**config.mk**
```make
export PLATFORM = sky130hd
export DESIGN_NAME = apb_req_arbiter_flat
export DESIGN_NICKNAME = d
export VERILOG_FILES = /design/src/rtl/apb_req_arbiter_if.sv /design/src/rtl/apb_req_arbiter.sv /design/src/flat_wrapper.sv
export SDC_FILE = /design/constraint.sdc
export NUM_CORES = 1
export LEC_CHECK = 0
export ABC_AREA = 1
export BUFFER_PORTS_ARGS = -buffer_cell sky130_fd_sc_hd__buf_4
export CORE_AREA = 2 2 127 129
export DETAILED_ROUTE_END_ITERATION = 8
export DIE_AREA = 0 0 129 131
export PLACE_DENSITY = 0.9
export SETUP_SLACK_MARGIN = 0.4
export SLEW_MARGIN = 20
export SYNTH_ARGS = -nofsm -noshare
export SYNTH_HDL_FRONTEND = slang
export SYNTH_SLANG_ARGS = --single-unit
export TNS_END_PERCENT = 10
```
**constraint.sdc**
```tcl
create_clock -name hclk -period 12.54 [get_ports hclk]
set_input_delay 3.135 -clock hclk [delete_from_list [all_inputs] [get_ports hclk]]
set_output_delay 3.135 -clock hclk [all_outputs]
set_load 0.02 [all_outputs]
```
**src/rtl/apb_req_arbiter_if.sv**
```systemverilog
// Requester-side handshake bundle for the two-port APB request arbiter.
// The requester drives req/addr/write/wdata; the arbiter returns ack/rdata/err.
interface apb_req_arbiter_if #(
    parameter int ADDR_W = 40,
    parameter int DATA_W = 32
);
    logic              req;
    logic [ADDR_W-1:0] addr;
    logic              write;
    logic [DATA_W-1:0] wdata;
    logic              ack;
    logic [DATA_W-1:0] rdata;
    logic              err;

    modport master (output req, addr, write, wdata, input  ack, rdata, err);
    modport slave  (input  req, addr, write, wdata, output ack, rdata, err);
endinterface

```
**src/rtl/apb_req_arbiter.sv**
```systemverilog
// Two-requester round-robin sequencer in front of the AHB-to-APB bridge.
// One single-beat transfer at a time: IDLE -> ADDR -> WAIT -> RESP -> IDLE.
// Every output comes straight from a flop.
module apb_req_arbiter #(
    parameter int ADDR_W = 40,
    parameter int DATA_W = 32,
    parameter int TO_CYC = 16
) (
    input  logic              hclk,
    input  logic              hrst,
    apb_req_arbiter_if.slave  m0,
    apb_req_arbiter_if.slave  m1,
    output logic              harb_apb_hsel,
    output logic [ADDR_W-1:0] harb_xx_haddr,
    output logic              harb_xx_hwrite,
    output logic [DATA_W-1:0] harb_xx_hwdata,
    input  logic              apb_harb_hready,
    input  logic [DATA_W-1:0] apb_harb_hrdata,
    output logic [1:0]        arb_gnt,
    output logic              arb_busy
);

    localparam int CNT_W = (TO_CYC > 1) ? $clog2(TO_CYC) : 1;
    localparam logic [CNT_W-1:0] CNT_LAST = CNT_W'(TO_CYC - 1);

    typedef enum logic [1:0] {S_IDLE, S_ADDR, S_WAIT, S_RESP} state_t;

    state_t                   state_q,  state_d;
    logic                     last_q,   last_d;
    logic [CNT_W-1:0]         cnt_q,    cnt_d;
    logic                     hsel_q,   hsel_d;
    logic [ADDR_W-1:0]        haddr_q,  haddr_d;
    logic                     hwrite_q, hwrite_d;
    logic [DATA_W-1:0]        hwdata_q, hwdata_d;
    logic [1:0]               gnt_q,    gnt_d;
    logic                     busy_q,   busy_d;
    logic [1:0]               ack_q,    ack_d;
    logic [1:0][DATA_W-1:0]   rdata_q,  rdata_d;
    logic [1:0]               err_q,    err_d;

    logic pick;   // arbitration winner in IDLE (0 = m0, 1 = m1)
    logic owner;  // requester that owns the transfer in flight

    // Next-state and next-output computation for the whole sequencer.
    always_comb begin
        state_d  = state_q;
        last_d   = last_q;
        cnt_d    = cnt_q;
        hsel_d   = 1'b0;
        haddr_d  = haddr_q;
        hwrite_d = hwrite_q;
        hwdata_d = hwdata_q;
        gnt_d    = gnt_q;
        busy_d   = busy_q;
        ack_d    = 2'b00;
        rdata_d  = rdata_q;
        err_d    = err_q;
        owner    = gnt_q[1];
        pick     = (m0.req && m1.req) ? ~last_q : m1.req;

        case (state_q)
            S_IDLE: begin
                // hready low here means the bridge is still busy with a
                // transfer we abandoned on timeout: never select it mid-flight.
                if ((m0.req || m1.req) && apb_harb_hready) begin
                    last_d   = pick;
                    haddr_d  = pick ? m1.addr  : m0.addr;
                    hwrite_d = pick ? m1.write : m0.write;
                    hwdata_d = pick ? m1.wdata : m0.wdata;
                    gnt_d    = pick ? 2'b10 : 2'b01;
                    busy_d   = 1'b1;
                    hsel_d   = 1'b1;
                    state_d  = S_ADDR;
                end
            end
            S_ADDR: begin
                cnt_d   = '0;
                state_d = S_WAIT;
            end
            S_WAIT: begin
                if (apb_harb_hready) begin
                    if (!hwrite_q) rdata_d[owner] = apb_harb_hrdata;
                    err_d[owner] = 1'b0;
                    ack_d[owner] = 1'b1;
                    state_d      = S_RESP;
                end else if (cnt_q == CNT_LAST) begin
                    rdata_d[owner] = '0;
                    err_d[owner]   = 1'b1;
                    ack_d[owner]   = 1'b1;
                    state_d        = S_RESP;
                end else begin
                    cnt_d = cnt_q + CNT_W'(1);
                end
            end
            S_RESP: begin
                // Bridge-side address/data stay put; only ownership drops.
                gnt_d   = 2'b00;
                busy_d  = 1'b0;
                state_d = S_IDLE;
            end
            default: state_d = S_IDLE;
        endcase
    end

    // State and output registers; reset leaves m0 winning the first tie.
    always_ff @(posedge hclk or posedge hrst) begin
        if (hrst) begin
            state_q  <= S_IDLE;
            last_q   <= 1'b1;
            cnt_q    <= '0;
            hsel_q   <= 1'b0;
            haddr_q  <= '0;
            hwrite_q <= 1'b0;
            hwdata_q <= '0;
            gnt_q    <= 2'b00;
            busy_q   <= 1'b0;
            ack_q    <= 2'b00;
            rdata_q  <= '0;
            err_q    <= 2'b00;
        end else begin
            state_q  <= state_d;
            last_q   <= last_d;
            cnt_q    <= cnt_d;
            hsel_q   <= hsel_d;
            haddr_q  <= haddr_d;
            hwrite_q <= hwrite_d;
            hwdata_q <= hwdata_d;
            gnt_q    <= gnt_d;
            busy_q   <= busy_d;
            ack_q    <= ack_d;
            rdata_q  <= rdata_d;
            err_q    <= err_d;
        end
    end

    assign m0.ack   = ack_q[0];
    assign m0.rdata = rdata_q[0];
    assign m0.err   = err_q[0];
    assign m1.ack   = ack_q[1];
    assign m1.rdata = rdata_q[1];
    assign m1.err   = err_q[1];

    assign harb_apb_hsel  = hsel_q;
    assign harb_xx_haddr  = haddr_q;
    assign harb_xx_hwrite = hwrite_q;
    assign harb_xx_hwdata = hwdata_q;
    assign arb_gnt        = gnt_q;
    assign arb_busy       = busy_q;

endmodule

```
**src/flat_wrapper.sv**
```systemverilog
// flat-port wrapper written by rule: the top's interface ports become plain ports
module apb_req_arbiter_flat 
#(
    parameter int ADDR_W = 40,
    parameter int DATA_W = 32,
    parameter int TO_CYC = 16
)
  (hclk, hrst, harb_apb_hsel, harb_xx_haddr, harb_xx_hwrite, harb_xx_hwdata, apb_harb_hready, apb_harb_hrdata, arb_gnt, arb_busy, m0_req, m0_addr, m0_write, m0_wdata, m0_ack, m0_rdata, m0_err, m1_req, m1_addr, m1_write, m1_wdata, m1_ack, m1_rdata, m1_err);
  apb_req_arbiter_if #(.ADDR_W(ADDR_W), .DATA_W(DATA_W)) m0_i ();
  apb_req_arbiter_if #(.ADDR_W(ADDR_W), .DATA_W(DATA_W)) m1_i ();
  input  logic hclk;
  input  logic hrst;
  output logic harb_apb_hsel;
  output logic [ADDR_W-1:0] harb_xx_haddr;
  output logic harb_xx_hwrite;
  output logic [DATA_W-1:0] harb_xx_hwdata;
  input  logic apb_harb_hready;
  input  logic [DATA_W-1:0] apb_harb_hrdata;
  output logic [1:0] arb_gnt;
  output logic arb_busy;
  input wire logic [$bits(m0_i.req)-1:0] m0_req;
  input wire logic [$bits(m0_i.addr)-1:0] m0_addr;
  input wire logic [$bits(m0_i.write)-1:0] m0_write;
  input wire logic [$bits(m0_i.wdata)-1:0] m0_wdata;
  output wire logic [$bits(m0_i.ack)-1:0] m0_ack;
  output wire logic [$bits(m0_i.rdata)-1:0] m0_rdata;
  output wire logic [$bits(m0_i.err)-1:0] m0_err;
  input wire logic [$bits(m1_i.req)-1:0] m1_req;
  input wire logic [$bits(m1_i.addr)-1:0] m1_addr;
  input wire logic [$bits(m1_i.write)-1:0] m1_write;
  input wire logic [$bits(m1_i.wdata)-1:0] m1_wdata;
  output wire logic [$bits(m1_i.ack)-1:0] m1_ack;
  output wire logic [$bits(m1_i.rdata)-1:0] m1_rdata;
  output wire logic [$bits(m1_i.err)-1:0] m1_err;
  assign m0_i.req = m0_req;
  assign m0_i.addr = m0_addr;
  assign m0_i.write = m0_write;
  assign m0_i.wdata = m0_wdata;
  assign m0_ack = m0_i.ack;
  assign m0_rdata = m0_i.rdata;
  assign m0_err = m0_i.err;
  assign m1_i.req = m1_req;
  assign m1_i.addr = m1_addr;
  assign m1_i.write = m1_write;
  assign m1_i.wdata = m1_wdata;
  assign m1_ack = m1_i.ack;
  assign m1_rdata = m1_i.rdata;
  assign m1_err = m1_i.err;
  apb_req_arbiter #(.ADDR_W(ADDR_W), .DATA_W(DATA_W), .TO_CYC(TO_CYC)) u_core (.hclk(hclk), .hrst(hrst), .m0(m0_i), .m1(m1_i), .harb_apb_hsel(harb_apb_hsel), .harb_xx_haddr(harb_xx_haddr), .harb_xx_hwrite(harb_xx_hwrite), .harb_xx_hwdata(harb_xx_hwdata), .apb_harb_hready(apb_harb_hready), .apb_harb_hrdata(apb_harb_hrdata), .arb_gnt(arb_gnt), .arb_busy(arb_busy));
endmodule
```
After elaboration in Yosys (flattened, before gate mapping):

Cells that the tools add are included.

* word-level logic and storage cells: 76
* flip-flop bits (word level): 152

* muxes and demuxes: 31
* bitwise gates (word level): 6
* $lt $le $gt $ge: 2
* add/subtract/negate cells: 1
* eq/ne operators: 9
* reduce and logical (&&, ||, !) cells: 14

Operators with widths (count)
* $mux W64: 3
* $and A64 B64 Y64: 1
* $bwmux W64: 1
* $mux W32: 2
* $not A64 Y64: 1
* $mux W40: 1
* $demux W32 S1: 1
* $mux W2: 10
* $mux W4: 2
* $pmux W2 S4: 1
* $pmux W4 S2: 1
* $reduce_and A2 Y1: 4
* $mux W1: 6
* $ne A2 B2 Y1 const B: 3
* $reduce_and A3 Y1: 2
* $reduce_bool A2 Y1: 3
* $add A4 B1 Y4 const B: 1
* $eq A2 B2 Y1 const B: 2
* $eq A4 B4 Y1 const B: 1
* $pmux W2 S2: 1
* $logic_and A1 B1 Y1: 3
* $ne A3 B2 Y1 const B: 1
* $and A2 B2 Y2: 1
* $eq A2 B1 Y1 const B: 1
* other kinds (10): 10

Depth between registers and ports, before layout:

Gate-level depths: netlist (run 1).

* depth after elaboration: 8
* depth in mapped cells: 9
* gate-level depth less buffers: 8

Worst setup path before layout (run 1):

No wires, ideal clock.

* path type: input port to flip-flop
* start: in apb_harb_hready
* end: reg u_core.rdata_q (netlist bit u_core.m0.rdata[0])
* library setup time: 0.065 ns
* path buffers: 3
* data arrival time: 3.973 ns
* stages: 6
* path slack: 8.502 ns
* cells stage by stage: buf_2 > nand2_1 > clkbuf_1 > buf_2 > nand4_1 > nand2_1

* cells in the longest elaborated chain, start to end: 2

Ends and longest elaborated chain
* start: declaration: RTL line flat_wrapper.sv:17 `input logic apb_harb_hready;`
* $ne A2 B2 Y1 (no line) / $reduce_bool A2 Y1 (equally long branches)
* $reduce_and A3 Y1 (no line)
* end signal: assignment: RTL line apb_req_arbiter.sv:131 `rdata_q <= rdata_d;`
* end: declaration: RTL line apb_req_arbiter.sv:38 `logic [1:0][DATA_W-1:0] rdata_q, rdata_d;`

Several ways; a longest one is shown, not always the timed one.
A chain may end at the register's enable or synchronous reset.

Final worst setup path (run 1):

* start: in m1_req
* end: reg u_core.haddr_q[17], in the netlist u_core.harb_xx_haddr[17]

* cells in the longest elaborated chain, start to end: 3

Ends and longest elaborated chain
* start: declaration: RTL line flat_wrapper.sv:28 `input wire logic [$bits(m1_i.req)-1:0] m1_req;`
* $logic_and A1 B1 Y1 / $logic_or A1 B1 Y1 (equally long branches): RTL line apb_req_arbiter.sv:59, apb_req_arbiter.sv:65
* $mux W1 / $logic_and A1 B1 Y1 (equally long branches): RTL line apb_req_arbiter.sv:59, apb_req_arbiter.sv:65
* $mux W40 / $reduce_and A2 Y1 (equally long branches)
* end signal: assignment: RTL line apb_req_arbiter.sv:125 `haddr_q <= haddr_d;`
* end: declaration: RTL line apb_req_arbiter.sv:32 `logic [ADDR_W-1:0] haddr_q, haddr_d;`

Several ways; a longest one is shown, not always the timed one.

==> impl_results.md, run 1 <==
- Chip height: 131 microns
- CP cell instances: buf_4, o211ai_1, buf_4, nand2_1, nand2_1
- Number of global-route vias before repair: 7353
- Core area: 15600 sq um
- Crit Path Max Fanout: 72
- CTS tree: built
- Clock Skews: 0.0102 ns
- Multiplexer share of the synthesized area: 0
- Compound-Gate Fraction of Synth Area: 0.00797
- Starting Density: 0.473
- Die Wd: 129 microns
- Buffers on Ports: 327
- Drt initial violations: 689
- Hold slack: 0.479 ns
- Worst path slowest cell: buf_4
- Worst-path clk slew: 0.06 ns
- Slew headroom: 0.345
- Simple-gate share of the synthesized area: 0.404
- Pwr Total: 2.25 mW
- Register area share after synthesis: 0.516
- Reg2reg start: u_core.state_q[1]
- Longest Clk Path Bufs: 2
- Fill cells: 1282
- Outcome: complete, no violations
- Met3 usage: 0.0798
- Drt drc: 0
- Final hold vios: 0
- H-tree levels: 4
- Dpl ws: 7.71 ns
- Worst Setup End Kind: flop
- Layout Nets: 1497
- Final WL: 22800 microns
- Critical Path Source Type: input port
- Max Fclk: 0.229 GHz
- Root Driver: clkbuf_16
- # setup viols final: 0
- Area Growth Syn to Fin: 41.9%
- Post-cts resize count: 0
- Yosys warning total: 0
- Worst setup margin: 8.18 ns
- Total GRT Usage: 0.272
- Syn nets: 1205
- CP required: 12.89 ns
- M1 GR Usage: 0.327
- Top Ports: 328
- DP Area: 9880 sq um
- Routed Antenna Nets: 0
- CP startpoint: m1_req
- Slew Limit Fails: 0
- Post-CTS Setup Inserts: 0
- FP Rows: 46
- RSZ-0062 raised after global routing: no
- Peak VDD IR: 0.000122 V
- Hold Startpoint: u_core.m0.rdata[28]
- CP max stage delay: 0.67 ns
- Skew-Pair Late Insertion Delay: 0.42 ns
- Share of layout cells above drive strength 1: 0.284
- Hold buffer count at cts: 0
- CTS buffer count: 17
- Vias per inst: 5.01
- Cell Area, Synth: 7380 sq um
- Routing usage on met2: 0.445
- Slew @ Worst Pin: 0.983 ns
- Pwr/cell area: 215 nW/um^2
- Area of the die: 16900 sq um
- Yosys cell types: 18
- First-pass GRT wire length: 36200 microns
- CP arrival: 4.71 ns
- Adder-cell area share of the yosys netlist: 0.00848
- Congestion Overflow GR: 0
- Largest family of logic cells by synthesized area: simple AND/OR/NAND/NOR gates
- TNS Setup: 0 ns
- HP Class: flop to flop
- Pleak: 6.22 nW
- Fin crit share: 0.348
- Router iterations before antenna repair: 5
- Wire per inst: 14.8 microns
- Xor-xnor portion of the synthesized cell area: 0
- Initial antenna violation count: 1
- Final Cell Area: 10500 sq um
- Post-DP HPWL: 16000 microns
- Yosys reg bits: 152
- # Max-Cap Violations: 0
- Most Crowded Layer GR: met2
- GPL Wtd Cong: 0.880
- Critical path type: input port to flop
- Tmin final: 4.36 ns
- Pin count of the biggest net entering global routing: 79
- DR vias: 7706
- Gate Count Post-Synth: 1017
- Avg Inst Size Synth: 7.25 sq um
- Clk sinks: 152
- Worst path top cell family by delay: buffers and inverters
- WP buf/inv: 2
-- metrics by stage --
| stage | std cells | util |
|---|---|---|
| after floorplan | 1017 | - |
| after global placement | 1506 | 0.634 |
| after detailed placement | 1506 | 0.634 |
| after CTS | 1538 | 0.671 |
| after global routing | 1539 | 0.671 |
| final | 1539 | 0.671 |
-- worst register-to-register path, cell delays in order (launching register included) --
cell and delay, ns:
dfrtp_1 0.42, inv_1 0.09, ha_1 0.21, inv_1 0.10, nor2_4 0.21, buf_4 0.62, nand2_1 0.15, o21ai_0 0.18
-- final timing paths --
path / slack (ns) / depth (start not counted) / to
min: 0.48 / 2 / u_core.m0.rdata[28]
max reg2reg: 10.47 / 7 / u_core.arb_gnt[1]
max: 8.18 / 5 / u_core.harb_xx_haddr[17]
min reg2reg: 0.48 / 2 / u_core.m0.rdata[28]
max in group asynchronous: 8.22 / 3 / u_core.m0.rdata[28]
min in group asynchronous: 2.81 / 2 / u_core.harb_xx_haddr[11]
-- where the power goes --
group	switching, mW	internal (mW)	total [mW]	leakage [nW]
registers	0.115	0.667	0.782	1.97
clock network	0.200	0.298	0.498	0.283
logic	0.600	0.370	0.970	3.96
total	0.915	1.33	2.25	6.22
-- per-layer routing --
layer,up-vias,share of wire
li1,3722,-
met1,3562,0.38
met2,366,0.49
met3,56,0.090
met4,0,0.043
met5,-,0
-- cell usage in the layout, fill, tap and decap left out, drive strengths merged --
cell        n
nand3      10
buf       337
nor2       74
clkbuf     20
o21ai       6
dfstp       1
nand3b      1
o211ai      1
nand2     594
inv        42
bufinv      2
nand4      66
a21oi       2
clkinv      9
diode       1
dfrtp     151
clkinvlp    1
ha          5
-- state kept, by name (all words and copies together), names as in the netlist, named ones only --
register,cells
u_core.last_q,1
u_core.m0.rdata,32
u_core.state_q,2
u_core.arb_busy,1
u_core.cnt_q,4
u_core.harb_xx_hwrite,1
u_core.arb_gnt,2
u_core.harb_xx_hwdata,32
u_core.m1.rdata,32
u_core.harb_xx_haddr,40
u_core.ack_q,2
u_core.harb_apb_hsel,1
-- synth_stat cells --
| cell | count | area (sq um) |
|---|---|---|
| buf_4 | 5 | 37.5 |
| o21ai_0 | 5 | 25.0 |
| nor2_1 | 74 | 278 |
| a21oi_4 | 1 | 16.3 |
| o211ai_1 | 1 | 7.51 |
| buf_2 | 44 | 220 |
| nand3b_1 | 1 | 7.51 |
| clkbuf_1 | 14 | 52.6 |
| buf_1 | 1 | 3.75 |
| nand4_1 | 66 | 413 |
| inv_1 | 42 | 158 |
| ha_1 | 5 | 62.6 |
| a21oi_1 | 1 | 5.00 |
| nand2_1 | 594 | 2230 |
| nand3_1 | 10 | 50.1 |
| dfstp_2 | 1 | 26.3 |
| o21ai_1 | 1 | 5.00 |
| dfrtp_1 | 151 | 3780 |
-- cells by family after synthesis --
kind of cell | after synthesis
simple gates | 745
compound gates | 9
flops | 152
fa+ha+maj | 5
buf+inv | 106
-- final cells by class --
type / instances / area, sq um / area share
clock buffer: 20 / 447 / 0.0427
clock inverter: 12 / 128 / 0.0122
tap: 216 / 270 / 0.0258
multi-input combinational: 759 / 3120 / 0.298
inverter: 42 / 163 / 0.0155
antenna: 1 / 2.50 / 0.000239
timing repair buffer: 337 / 2530 / 0.242
sequential: 152 / 3800 / 0.364
Power figures use the tool's default switching activity.
==> run 2, diff against run 1 <==
Settings changed: CORE_AREA 2 2 127 129 to not set, CORE_UTILIZATION set to 43, DIE_AREA 0 0 129 131 to not set, PLACE_DENSITY 0.9 to 0.86.
Clock period 12.54 ns to 3.6 ns, I/O delays scaled along.
==> run 2 against run 1 <==
Clock power rose to 3.7 times the previous value; critical endpoint is now u_core.m0.rdata[29]; routed wire length grew 3.3%; die area rose by 4.6%.
==> impl_results.md, run 2 (synthesis results as in run 1) <==
- Slew @ Worst Pin: 0.945 ns (-0.0385 ns)
- Drt initial violations: 510 (-26%)
- Slew Limit Fails: 0 (unchanged)
- CP required: 3.90 ns (-8.99 ns)
- FP Rows: 47 (+2.2%)
- Skew-Pair Late Insertion Delay: 0.42 ns (about the same)
- Hold Startpoint: u_core.last_q
- Post-DP HPWL: 16500 microns (+3.3%)
- Total GRT Usage: 0.268 (-0.00405)
- # setup viols final: 0 (unchanged)
- Peak VDD IR: 0.000479 V (+290%)
- Starting Density: 0.443 (-0.0297)
- Routed Antenna Nets: 0 (unchanged)
- CP startpoint: u_core.arb_gnt[1]
- Vias per inst: 4.99 (-0.40%)
- Tmin final: 2.03 ns
- GPL Wtd Cong: 0.891 (+1.4%)
- DP Area: 9970 sq um (+0.85%)
- Router iterations before antenna repair: 5 (unchanged)
- Commonest cells after routing, fill and taps aside: 590 x nand2_1, 337 x buf_4, 151 x dfrtp_1
- CTS buffer count: 17 (unchanged)
- Area of the die: 17700 sq um (+4.6%)
- Longest Clk Path Bufs: 2 (unchanged)
- Critical path type: flop to flop
- Worst-path clk slew: 0.06 ns (about the same)
- HP Class: flop to flop
- Post-cts resize count: 0 (unchanged)
- Worst setup margin: 1.57 ns (-6.61 ns)
- Worst path slowest cell: nand2_2
- DR vias: 7720 (+0.18%)
- Post-Route Utilization: 0.636 (-0.0352)
- Max Fclk: 0.492 GHz
- Core area: 16600 sq um (+6.7%)
- Outcome: complete, no violations
- Final Cell Area: 10600 sq um (+1.1%)
- Area Growth Syn to Fin: 43.5%
- Crit Path Max Fanout: 52 (-28%)
- Fin crit share: 0.564
- Max reg flops: 40 (unchanged)
- Hold buffer count at cts: 0 (unchanged)
- Critical Path Source Type: flop
- Worst Setup End Kind: flop
- Top Ports: 328 (unchanged)
- Pin count of the biggest net entering global routing: 97 (+23%)
- Reg2reg start: u_core.arb_gnt[1]
- Final hold vios: 0 (unchanged)
- Pleak: 6.25 nW (+0.55%)
- Share of layout cells above drive strength 1: 0.286 (+0.00140)
- Hold slack: 0.465 ns (-0.0134 ns)
- # Max-Cap Violations: 0 (unchanged)
- Pwr/cell area: 753 nW/um^2 (+250%)
- Chip height: 133 microns (+1.5%)
- Clock Skews: 0.0131 ns (+0.00290 ns)
- Fill cells: 1436 (+12%)
- Dpl ws: 1.22 ns (-6.49 ns)
- CTS tree: built
- Clk sinks: 152 (unchanged)
- Wire per inst: 15.2 microns (+2.7%)
- H-tree levels: 4 (unchanged)
- CP cell instances: inv_1, nand2_2, buf_4, nor2_1, nand4_1, nand2_1
- Post-CTS Setup Inserts: 0 (unchanged)
- Die Wd: 133 microns (+3.1%)
- Number of global-route vias before repair: 7417 (+0.87%)
- CP max stage delay: 0.71 ns (+0.04 ns)
- Congestion Overflow GR: 0 (unchanged)
- Initial antenna violation count: 2 (+1)
- Layout Nets: 1501 (+0.27%)
- Root Driver: clkbuf_16
- TNS Setup: 0 ns (unchanged)
- RSZ-0062 raised after global routing: no
- Buffers on Ports: 327 (unchanged)
- Most common cell after layout, fill and taps aside: nand2_1
- Slew headroom: 0.368 (+0.0235)
- CP arrival: 2.33 ns (-2.38 ns)
- First-pass GRT wire length: 37400 microns (+3.3%)
- Drt drc: 0 (unchanged)
- Final WL: 23600 microns (+3.3%)
==> run 2: changes by cell type in the layout (fill, tap and decap cells not counted), sizes merged <==
cell | previous run | this run
clkinvlp | 1 | 4
diode | 1 | 2
buf | 337 | 341
clkinv | 9 | 3
bufinv | 2 | 3
clkbuf | 20 | 22
==> run 2: report_power, final <==
part           internal (mW)  leakage (nW)  switching (mW)
Clock                   1.13         0.287           0.703
Combinational           1.32          3.99            2.10
Sequential              2.32          1.97           0.395
Total                   4.77          6.25            3.20
==> run 2: per-layer routing <==
| metal | share of wire | GRT usage |
|---|---|---|
| met5 | 0 | 0 |
| met3 | 0.094 | 0.0816 |
| met4 | 0.038 | 0.123 |
| met1 | 0.38 | 0.318 |
| met2 | 0.49 | 0.446 |
==> run 2: final cells by class <==
| class | instances | area (sq um) | area share |
|---|---|---|---|
| Clock buffer | 22 | 464 | 0.0439 |
| Tap cell | 220 | 275 | 0.0260 |
| Sequential cell | 152 | 3800 | 0.360 |
| Antenna cell | 2 | 5.00 | 0.000473 |
| Multi-Input combinational cell | 759 | 3120 | 0.295 |
| Timing Repair Buffer | 341 | 2610 | 0.247 |
| Inverter | 42 | 161 | 0.0153 |
| Clock inverter | 10 | 144 | 0.0136 |
==> run 2: path summary, 6_finish.rpt <==
path / endpoint / cells after the start / slack [ns]
setup reg to reg: u_core.m0.rdata[29] / 6 / 1.57
setup / recovery: u_core.m0.rdata[29] / 6 / 1.57
max in group asynchronous: u_core.last_q / 3 / 2.51
hold / removal: u_core.last_q / 2 / 0.47
hold reg to reg: u_core.last_q / 2 / 0.47
min in group asynchronous: u_core.m0.rdata[23] / 3 / 0.59
==> run 2: worst max-delay path: cells and delay by family (launching register included) <==
kind,cells,cell delay [ns]
buffers and inverters,2,0.47
flip-flops,1,0.51
AND/OR/NAND/NOR,4,0.93
==> run 2: through the flow <==
stage	cells	power, mW
6_report	1548	7.97
5_1_grt	1548	8.43
4_1_cts	1546	8.00
3_5_place_dp	1514	6.14
3_3_place_gp	1514	6.05
2_1_floorplan	1017	4.62
